$ cat config.mk
export PLATFORM = sky130hd
export DESIGN_NAME = isi_capture_array_flat
export DESIGN_NICKNAME = d
export VERILOG_FILES = /design/src/rtl/isi_capture_array_if.sv /design/src/rtl/isi_capture_array.sv /design/src/flat_wrapper.sv
export SDC_FILE = /design/constraint.sdc
export NUM_CORES = 1
export LEC_CHECK = 0
export ABC_AREA = 1
export CORE_ASPECT_RATIO = 0.7
export CORE_MARGIN = 5
export CORE_UTILIZATION = 55
export CTS_BUF_LIST = sky130_fd_sc_hd__clkbuf_8 sky130_fd_sc_hd__clkbuf_16
export DETAILED_ROUTE_END_ITERATION = 6
export PLACE_DENSITY = 0.84
export REMOVE_ABC_BUFFERS = 1
export SLEW_MARGIN = 20
export SYNTH_ARGS = -nofsm -noshare
export SYNTH_HDL_FRONTEND = slang
export SYNTH_SLANG_ARGS = --single-unit
$ cat constraint.sdc
create_clock -name clk -period 4.6 [get_ports clk]
set_input_delay 0.69 -clock clk [delete_from_list [all_inputs] [get_ports clk]]
set_output_delay 0.69 -clock clk [all_outputs]
set_load 0.05 [all_outputs]
$ cat src/rtl/isi_capture_array_if.sv
// isi_capture_array_if: valid/ready beat bus carrying channel, interval and overflow (plus timestamp with ISI_TIMESTAMP_EN)
interface isi_capture_array_if #(
  parameter int BIT_ISI = 8,
  parameter int CH_W = 2
`ifdef ISI_TIMESTAMP_EN
  , parameter int BIT_TS = 16
`endif
);
  logic m_valid;
  logic m_ready;
  logic [CH_W-1:0] m_ch;
  logic [BIT_ISI-1:0] m_isi;
  logic m_of;
`ifdef ISI_TIMESTAMP_EN
  logic [BIT_TS-1:0] m_ts;
  modport master (output m_valid, m_ch, m_isi, m_of, m_ts, input m_ready);
  modport slave (input m_valid, m_ch, m_isi, m_of, m_ts, output m_ready);
`else
  modport master (output m_valid, m_ch, m_isi, m_of, input m_ready);
  modport slave (input m_valid, m_ch, m_isi, m_of, output m_ready);
`endif
endinterface

$ cat src/rtl/isi_capture_array.sv
// isi_capture_array: multi-channel inter-spike-interval meter with round-robin merged output; ISI_TIMESTAMP_EN adds m_ts
module isi_capture_array #(
  parameter int BIT_ISI = 8,
  parameter int N_CH = 4,
  parameter int CH_W = 2,
  parameter int SAT = 1
`ifdef ISI_TIMESTAMP_EN
  , parameter int BIT_TS = 16
`endif
) (
  input  logic clk,
  input  logic clr,
  input  logic ce,
  input  logic [N_CH-1:0] spike,
  output logic [N_CH-1:0] armed,
  output logic [N_CH-1:0] drop,
  isi_capture_array_if.master m
);
  localparam logic [BIT_ISI-1:0] MAX = '1;
  logic [BIT_ISI-1:0] cnt_q [N_CH];
  logic [BIT_ISI-1:0] cnt_d [N_CH];
  logic [BIT_ISI-1:0] cap_q [N_CH];
  logic [BIT_ISI-1:0] cap_d [N_CH];
  logic [N_CH-1:0] of_q, of_d, armed_q, armed_d, pend_q, pend_d, capof_q, capof_d, drop_q, drop_d;
  logic [N_CH-1:0] take, keep, sp;
  logic v_q, v_d, mof_q, mof_d, found, load;
  logic [CH_W-1:0] ch_q, ch_d, rr_q, rr_d, gnt, idx;
  logic [BIT_ISI-1:0] isi_q, isi_d;
`ifdef ISI_TIMESTAMP_EN
  logic [BIT_TS-1:0] ts_q, ts_d, mts_q, mts_d;
  logic [BIT_TS-1:0] tscap_q [N_CH];
  logic [BIT_TS-1:0] tscap_d [N_CH];
`endif
  assign load = !v_q || m.m_ready;
  // first pending channel at or after the round-robin pointer
  always_comb begin
    gnt = '0;
    found = 1'b0;
    idx = rr_q;
    for (int k = 0; k < N_CH; k++) begin
      if (!found && pend_q[idx]) begin
        found = 1'b1;
        gnt = idx;
      end
      idx = (idx == CH_W'(N_CH - 1)) ? '0 : idx + CH_W'(1);
    end
    take = (found && load) ? (N_CH'(1) << gnt) : '0;
  end
  // per-channel counting, arming and capture; a load this cycle frees the slot for a new capture
  always_comb begin
    cnt_d = cnt_q;
    cap_d = cap_q;
    of_d = of_q;
    capof_d = capof_q;
    keep = pend_q & ~take;
    sp = spike & armed_q;
    armed_d = armed_q | spike;
    pend_d = keep | sp;
    drop_d = drop_q | (sp & keep);
    for (int i = 0; i < N_CH; i++) begin
      if (spike[i]) begin
        cnt_d[i] = (armed_q[i] && ce) ? BIT_ISI'(1) : '0;
        of_d[i] = 1'b0;
      end else if (armed_q[i] && ce) begin
        cnt_d[i] = (cnt_q[i] != MAX) ? cnt_q[i] + BIT_ISI'(1) : ((SAT != 0) ? MAX : '0);
        of_d[i] = of_q[i] | (cnt_q[i] == MAX);
      end
      if (sp[i] && !keep[i]) begin
        cap_d[i] = cnt_q[i];
        capof_d[i] = of_q[i];
      end
    end
  end
  // output register loads the granted capture when empty or on acceptance
  always_comb begin
    v_d = load ? found : v_q;
    ch_d = (load && found) ? gnt : ch_q;
    isi_d = (load && found) ? cap_q[gnt] : isi_q;
    mof_d = (load && found) ? capof_q[gnt] : mof_q;
    rr_d = !(load && found) ? rr_q : (gnt == CH_W'(N_CH - 1)) ? '0 : gnt + CH_W'(1);
  end
`ifdef ISI_TIMESTAMP_EN
  // free-running timestamp, captured alongside each interval and carried with the beat
  always_comb begin
    ts_d = ce ? ts_q + BIT_TS'(1) : ts_q;
    tscap_d = tscap_q;
    for (int i = 0; i < N_CH; i++) tscap_d[i] = (sp[i] && !keep[i]) ? ts_q : tscap_q[i];
    mts_d = (load && found) ? tscap_q[gnt] : mts_q;
  end
  // timestamp state
  always_ff @(posedge clk) begin
    if (clr) begin
      ts_q <= '0;
      mts_q <= '0;
      tscap_q <= '{default: '0};
    end else begin
      ts_q <= ts_d;
      mts_q <= mts_d;
      tscap_q <= tscap_d;
    end
  end
  assign m.m_ts = mts_q;
`endif
  // state update; clr overrides everything including a held beat
  always_ff @(posedge clk) begin
    if (clr) begin
      cnt_q <= '{default: '0};
      cap_q <= '{default: '0};
      of_q <= '0;
      capof_q <= '0;
      armed_q <= '0;
      pend_q <= '0;
      drop_q <= '0;
      v_q <= 1'b0;
      ch_q <= '0;
      isi_q <= '0;
      mof_q <= 1'b0;
      rr_q <= '0;
    end else begin
      cnt_q <= cnt_d;
      cap_q <= cap_d;
      of_q <= of_d;
      capof_q <= capof_d;
      armed_q <= armed_d;
      pend_q <= pend_d;
      drop_q <= drop_d;
      v_q <= v_d;
      ch_q <= ch_d;
      isi_q <= isi_d;
      mof_q <= mof_d;
      rr_q <= rr_d;
    end
  end
  assign m.m_valid = v_q;
  assign m.m_ch = ch_q;
  assign m.m_isi = isi_q;
  assign m.m_of = mof_q;
  assign armed = armed_q;
  assign drop = drop_q;
endmodule

$ cat src/flat_wrapper.sv
// flat-port wrapper written by rule: the top's interface ports become plain ports
module isi_capture_array_flat 
#(
  parameter int BIT_ISI = 8,
  parameter int N_CH = 4,
  parameter int CH_W = 2,
  parameter int SAT = 1

)
  (clk, clr, ce, spike, armed, drop, m_m_valid, m_m_ch, m_m_isi, m_m_of, m_m_ready);
  isi_capture_array_if #(.BIT_ISI(BIT_ISI), .CH_W(CH_W)) m_i ();
  input  logic clk;
  input  logic clr;
  input  logic ce;
  input  logic [N_CH-1:0] spike;
  output logic [N_CH-1:0] armed;
  output logic [N_CH-1:0] drop;
  output wire logic [$bits(m_i.m_valid)-1:0] m_m_valid;
  output wire logic [$bits(m_i.m_ch)-1:0] m_m_ch;
  output wire logic [$bits(m_i.m_isi)-1:0] m_m_isi;
  output wire logic [$bits(m_i.m_of)-1:0] m_m_of;
  input wire logic [$bits(m_i.m_ready)-1:0] m_m_ready;
  assign m_m_valid = m_i.m_valid;
  assign m_m_ch = m_i.m_ch;
  assign m_m_isi = m_i.m_isi;
  assign m_m_of = m_i.m_of;
  assign m_i.m_ready = m_m_ready;
  isi_capture_array #(.BIT_ISI(BIT_ISI), .N_CH(N_CH), .CH_W(CH_W), .SAT(SAT)) u_core (.clk(clk), .clr(clr), .ce(ce), .spike(spike), .armed(armed), .drop(drop), .m(m_i));
endmodule
==> results of run 1 <==
## stage by stage
step	std cells	hold slack, ns	power (uW)	util [%]
2_1_floorplan	686	0.432	1940	-
3_3_place_gp	834	0.436	2240	60.3
3_5_place_dp	834	0.450	2290	60.3
4_1_cts	850	0.459	3060	63.8
5_1_grt	850	0.476	3260	63.8
6_report	850	0.454	3080	63.8
## synth_stat cells, drive strengths merged, types with 2 or more instances
cell type,count
nand2,159
dfxtp,98
nor2,98
inv,90
a21oi,75
o21ai,54
nand3,53
nand4,15
buf,12
clkbuf,11
ha,7
xor2,6
a31oi,5
a211oi,4
nor3,4
a221oi,3
clkinv,2
nand3b,2
o21a,2
o31ai,2
## worst register-to-register path: cells and delay by family, from the launching register on
kind	cells	cell delay (ns)
simple gates	7	1.36
fa+ha+maj	2	0.64
compound gates	3	0.52
buf+inv	2	0.23
flops	1	0.51
## cells by family (layout without fill, tap and decap cells)
group | after synthesis | count (layout) | synth area share (%)
AND/OR/NAND/NOR | 332 | 332 | 29.8
AO/OA/AOI/OAI | 151 | 151 | 16.9
adder cells (fa/ha/maj) | 7 | 7 | 1.81
XOR/XNOR | 6 | 6 | 1.09
flip-flops | 98 | 98 | 40.6
buffers and inverters | 115 | 136 | 9.83
## sequential cells by signal, summed over array words and instances, names as in the netlist
register / count
u_core.armed: 4
u_core.cap_q: 32
u_core.m.m_ch: 2
u_core.m.m_valid: 1
u_core.capof_q: 4
u_core.cnt_q: 32
u_core.of_q: 4
u_core.rr_q: 2
u_core.drop: 4
u_core.pend_q: 4
u_core.m.m_of: 1
u_core.m.m_isi: 8
## layout make-up
class,instances,area [um^2]
Tap cell,120,150
Clock inverter,7,77.6
Sequential cell,98,1960
Timing Repair Buffer,28,273
Inverter,92,345
Fill cell,767,3080
Clock buffer,9,225
Multi-Input combinational cell,496,2400
## routing by layer
layer | up-vias | wire length (um)
met5 | - | 0
met4 | 0 | 180
met3 | 21 | 823
met2 | 169 | 5170
met1 | 2181 | 5560
li1 | 2338 | -
## worst paths after layout
path	startpoint	end	slack, ns	cells past startpoint
worst max-delay path	u_core.rr_q[0]	u_core.cap_q[1]	1.23	14
worst min-delay path	u_core.drop[1]	u_core.drop[1]	0.45	2
worst max register to register	u_core.rr_q[0]	u_core.cap_q[1]	1.23	14
worst min register to register	u_core.drop[1]	u_core.drop[1]	0.45	2
## power by group through the flow
stage	Clock, uW	Combinational [uW]	Sequential [uW]
5_1_grt	808	1440	1010
2_1_floorplan	0	790	1150
6_report	763	1310	1000
3_3_place_gp	0	1230	1010
3_5_place_dp	0	1280	1020
4_1_cts	766	1290	999
==> flow_metrics.py, run 1 <==
metrics = {
    "global_routing": {
        "antenna_found_initial": 0,
        "grt_util_met3_pct": 4.54,
        "grt_pass1_wl_um": 19800,
        "grt_usage_pct": 22.7,
        "met1_usage_pct": 31.8,
        "grt_overflow_total": 0,
        "grt_max_degree": 58,
        "grt_pass1_vias": 4306,
        "busiest_layer": "met2",
        "grt_util_met2_pct": 35.5,
    },
    "clock_tree": {
        "cts_buffer_depth": 2,
        "cts_tree": "built",
        "post_cts_buffers": 0,
        "clock-root-buffer": "clkbuf_16",
        "clk_pin_slew_worst_paths_ns": 0.07,
        "holdBufCountCts": 0,
        "cts_resized": 0,
        "numClockSinks": 98,
        "htreeDepth": 3,
        "clk_latency_ns": 0.34,
        "cts_buffers": 9,
    },
    "logic_synthesis": {
        "synth_area_leaders": "dfxtp_1, nand2_1, a21oi_1",
        "yosys_warnings": 0,
        "synth_ff_type": "dfxtp_1",
        "ys_types": 38,
        "avgSynthCellArea_um2": 6.82,
        "synthCells": 709,
        "yosysTopAreaCell": "dfxtp_1",
        "yosysSeqAreaShare_pct": 40.6,
        "syn_area_um2": 4840,
        "synth_edf_count": 0,
        "synth_top_area_share_pct": 40.6,
        "async_reset_ff_share_pct": 0,
        "ys_seq_elements": 98,
    },
    "floorplanning": {
        "num_rows": 28,
        "ios": 28,
        "die_w_um": 122,
        "die_h_um": 88.5,
        "dieArea_um2": 10800,
        "initial_core_util_pct": 56.8,
        "core_um2": 8510,
    },
    "worst_setup_path": {
        "critical_path_class": "register to register",
        "arrival_ns": 3.59,
        "critical_path_required_ns": 4.83,
        "start_kind": "register",
        "cp_max_fo": 21,
        "slowest_stage": "nand3_1",
        "slowest_delay_ns": 0.60,
        "crit_path_cell_trace": "ha_1, inv_1, nand2_1, nand2_1, nor2_1, nor2_2, nand4_1, nand3_1, ha_1, inv_1, o21ai_2, nand2_2, o21ai_0, a21oi_1",
        "critPathBufInv": 2,
        "crit_family": "simple AND/OR/NAND/NOR gates",
        "endpoint_kind": "register",
    },
    "route": {
        "num_vias": 4709,
        "wl_um": 11700,
        "wl_per_cell_um": 13.8,
        "drtPass1Iterations": 5,
        "drc": 0,
        "viasPerCell": 5.54,
        "ant_nets": 0,
        "drt_iter0_markers": 465,
    },
    "cells_and_area": {
        "area_delta_synth_final_pct": 12.3,
        "antennaDiodeCount": 0,
        "layout_common_cells": "nand2_1, dfxtp_1, nor2_1, inv_1, a21oi_1",
        "drive_gt1_share_pct": 5.75,
        "final_common_cell": "nand2_1",
        "fin_nets": 740,
        "stdcell_area_um2": 5430,
    },
    "timing": {
        "min_period_ns": 3.37,
        "fin_skew_ns": 0.00320,
        "setup_ws_ns": 1.23,
        "fmax_ghz": 0.297,
        "period_share_pct": 73.2,
        "tightest_slew_ns": 0.820,
        "fin_tns_setup_ns": 0,
        "rsz0062_at_grt": "false",
        "relSlewSlack_pct": 45.2,
        "slew_viol_final": 0,
        "setup_viol": 0,
        "hold_viol_final": 0,
    },
    "place": {
        "dp_slack_ns": 1.33,
        "place_area_um2": 5130,
        "io_buffers": 27,
        "dp_hpwl_um": 8140,
        "gp_congestion": 0.946,
    },
    "power_and_ir_drop": {
        "irDropWorstVdd_v": 0.000282,
        "switching_share_pct": 44.5,
        "power.switching_uw": 1370,
        "cellLeakagePower_uw": 0.00222,
        "p_clk_share_pct": 24.8,
        "combPwrFrac_pct": 42.7,
        "seq_power_share_pct": 32.6,
        "power_density_nw_per_um2": 566,
        "p_int_uw": 1710,
    },
    "worst_hold_path": {
        "hp-class": "register to register",
    },
    "outcome": {
        "outcome": "complete, no violations",
    },
    "job": {
        "drv_cap": 0,
    },
}
Note: power is estimated with default switching activity, not from simulation.
==> run 2, diff against run 1 <==
==> constraint.sdc (replaced) <==
create_clock -name clk -period 3.5 [get_ports clk]
set_input_delay 0.525 -clock clk [delete_from_list [all_inputs] [get_ports clk]]
set_output_delay 0.525 -clock clk [all_outputs]
set_load 0.05 [all_outputs]
==> run 2 against run 1 <==
Net effect: design area increased by 1.4%; final cell count increased by 0.35%; global-route usage about the same; critical path type unchanged; largest cell class unchanged; die area unchanged.
==> flow_metrics.py, run 2 (synthesized netlist as in run 1, its figures left out) <==
metrics = {
    "timing": {
        "fin_skew_ns": 0.00368,
        "min_period_ns": 2.93,
        "hold_viol_final": 0,
        "tightest_slew_ns": 1.02,
        "period_share_pct": 83.8,
        "setup_viol": 0,
        "rsz0062_at_grt": "false",
        "fin_tns_setup_ns": 0,
        "fmax_ghz": 0.341,
        "setup_ws_ns": 0.568,
        "slew_viol_final": 0,
        "relSlewSlack_pct": 32.1,
    },
    "worst_setup_path": {
        "cp_max_fo": 18,
        "start_kind": "register",
        "r2r_cells": 14,
        "arrival_ns": 3.16,
        "critical_path_required_ns": 3.73,
        "r2r_start": "u_core.rr_q[0]",
        "reg2reg_to": "u_core.cap_q[11]",
        "critical_path_class": "register to register",
        "r2r_slack_ns": 0.57,
        "endpoint_kind": "register",
    },
    "power_and_ir_drop": {
        "cellLeakagePower_uw": 0.00226,
        "irDropWorstVdd_v": 0.000392,
        "power_density_nw_per_um2": 769,
    },
    "route": {
        "drt_iter0_markers": 364,
        "num_vias": 4625,
        "wl_um": 11700,
        "viasPerCell": 5.42,
        "ant_nets": 0,
        "drc": 0,
        "drtPass1Iterations": 5,
        "wl_per_cell_um": 13.7,
    },
    "global_routing": {
        "grt_usage_pct": 22.7,
        "grt_overflow_total": 0,
        "antenna_found_initial": 0,
        "grt_pass1_wl_um": 19500,
        "grt_max_degree": 57,
        "grt_pass1_vias": 4188,
    },
    "clock_tree": {
        "numClockSinks": 98,
        "holdBufCountCts": 0,
        "htreeDepth": 3,
        "post_cts_buffers": 0,
        "clk_pin_slew_worst_paths_ns": 0.06,
        "clk_latency_ns": 0.35,
        "cts_tree": "built",
        "cts_resized": 0,
        "cts_buffer_depth": 2,
        "cts_buffers": 9,
        "clock-root-buffer": "clkbuf_16",
    },
    "floorplanning": {
        "num_rows": 28,
        "die_h_um": 88.5,
        "ios": 28,
        "initial_core_util_pct": 56.8,
        "dieArea_um2": 10800,
        "die_w_um": 122,
        "core_um2": 8510,
    },
    "cells_and_area": {
        "area_delta_synth_final_pct": 13.8,
        "antennaDiodeCount": 0,
        "fin_nets": 743,
        "layout_common_cells": "nand2_1, dfxtp_1, nor2_1, inv_1, a21oi_1",
        "final_common_cell": "nand2_1",
        "n_fill_cell": 756,
        "drive_gt1_share_pct": 5.87,
    },
    "worst_hold_path": {
        "min_to": "u_core.drop[1]",
        "hp-class": "register to register",
        "min_from": "u_core.drop[1]",
        "hold_depth": 2,
    },
    "place": {
        "gp_congestion": 0.928,
        "dp_hpwl_um": 8120,
        "dp_slack_ns": 0.656,
        "io_buffers": 27,
    },
    "outcome": {
        "outcome": "complete, no violations",
    },
    "job": {
        "drv_cap": 0,
    },
}
run 2: cell count changes in the layout (fill, tap and decap cells not counted):
cell / delta
inv_6: -1
bufinv_16: +2
buf_4: +3
clkbuf_8: +2
inv_2: -1
clkinv_4: -3
clkinv_2: -1
inv_1: +2
run 2: how the worst max path moves through the flow:
stage	startpoint	end	slack (ns)
2_1_floorplan	u_core.rr_q[0]	u_core.cap_q[0]	0.83
3_3_place_gp	u_core.rr_q[0]	u_core.cap_q[10]	0.86
3_5_place_dp	u_core.rr_q[0]	u_core.cap_q[11]	0.66
4_1_cts	u_core.rr_q[0]	u_core.cap_q[11]	0.59
5_1_grt	u_core.rr_q[0]	u_core.cap_q[11]	0.24
6_report	u_core.rr_q[0]	u_core.cap_q[11]	0.57
run 2: layer usage:
metal	global-route usage, %	routed length [um]	up-vias
met3	6.20	825	18
li1	-	-	2350
met5	0	0	-
met1	31.7	5710	2116
met4	6.50	153	0
met2	34.6	5020	141
run 2: critical path: stages, from the launching register on:
cell,delay (ns)
dfxtp_1,0.51
ha_1,0.36
inv_1,0.17
nand3_1,0.11
nand2_1,0.12
nor2_4,0.06
nand3_1,0.09
nand2_1,0.09
nor2_4,0.33
ha_1,0.21
inv_1,0.05
o21ai_2,0.19
nand2_2,0.21
o21ai_0,0.23
a21oi_1,0.07
run 2: area by class of cell:
| type | count | area [um^2] | area share (%) |
|---|---|---|---|
| Sequential cell | 98 | 1960 | 35.6 |
| Multi-Input combinational cell | 496 | 2400 | 43.6 |
| Inverter | 92 | 345 | 6.27 |
| Clock inverter | 5 | 101 | 1.84 |
| Tap cell | 120 | 150 | 2.73 |
| Timing Repair Buffer | 31 | 295 | 5.36 |
| Clock buffer | 11 | 253 | 4.59 |
run 2: power by group:
group          internal, uW  switching [uW]
Combinational           488            1290
Clock                   734             413
Sequential             1230            84.6
run 2: per-stage QoR:
| stage | hold WS, ns | cell area, um^2 | util, % | std cells | total power [uW] |
|---|---|---|---|---|---|
| CTS | 0.451 | 5510 | 64.7 | 853 | 4220 |
| global placement | 0.435 | 5150 | 60.5 | 837 | 3010 |
| finish | 0.449 | 5510 | 64.7 | 853 | 4230 |
| floorplan | 0.432 | 4710 | - | 686 | 2560 |
| detailed placement | 0.442 | 5150 | 60.5 | 837 | 3060 |
| global route | 0.472 | 5510 | 64.7 | 853 | 4480 |
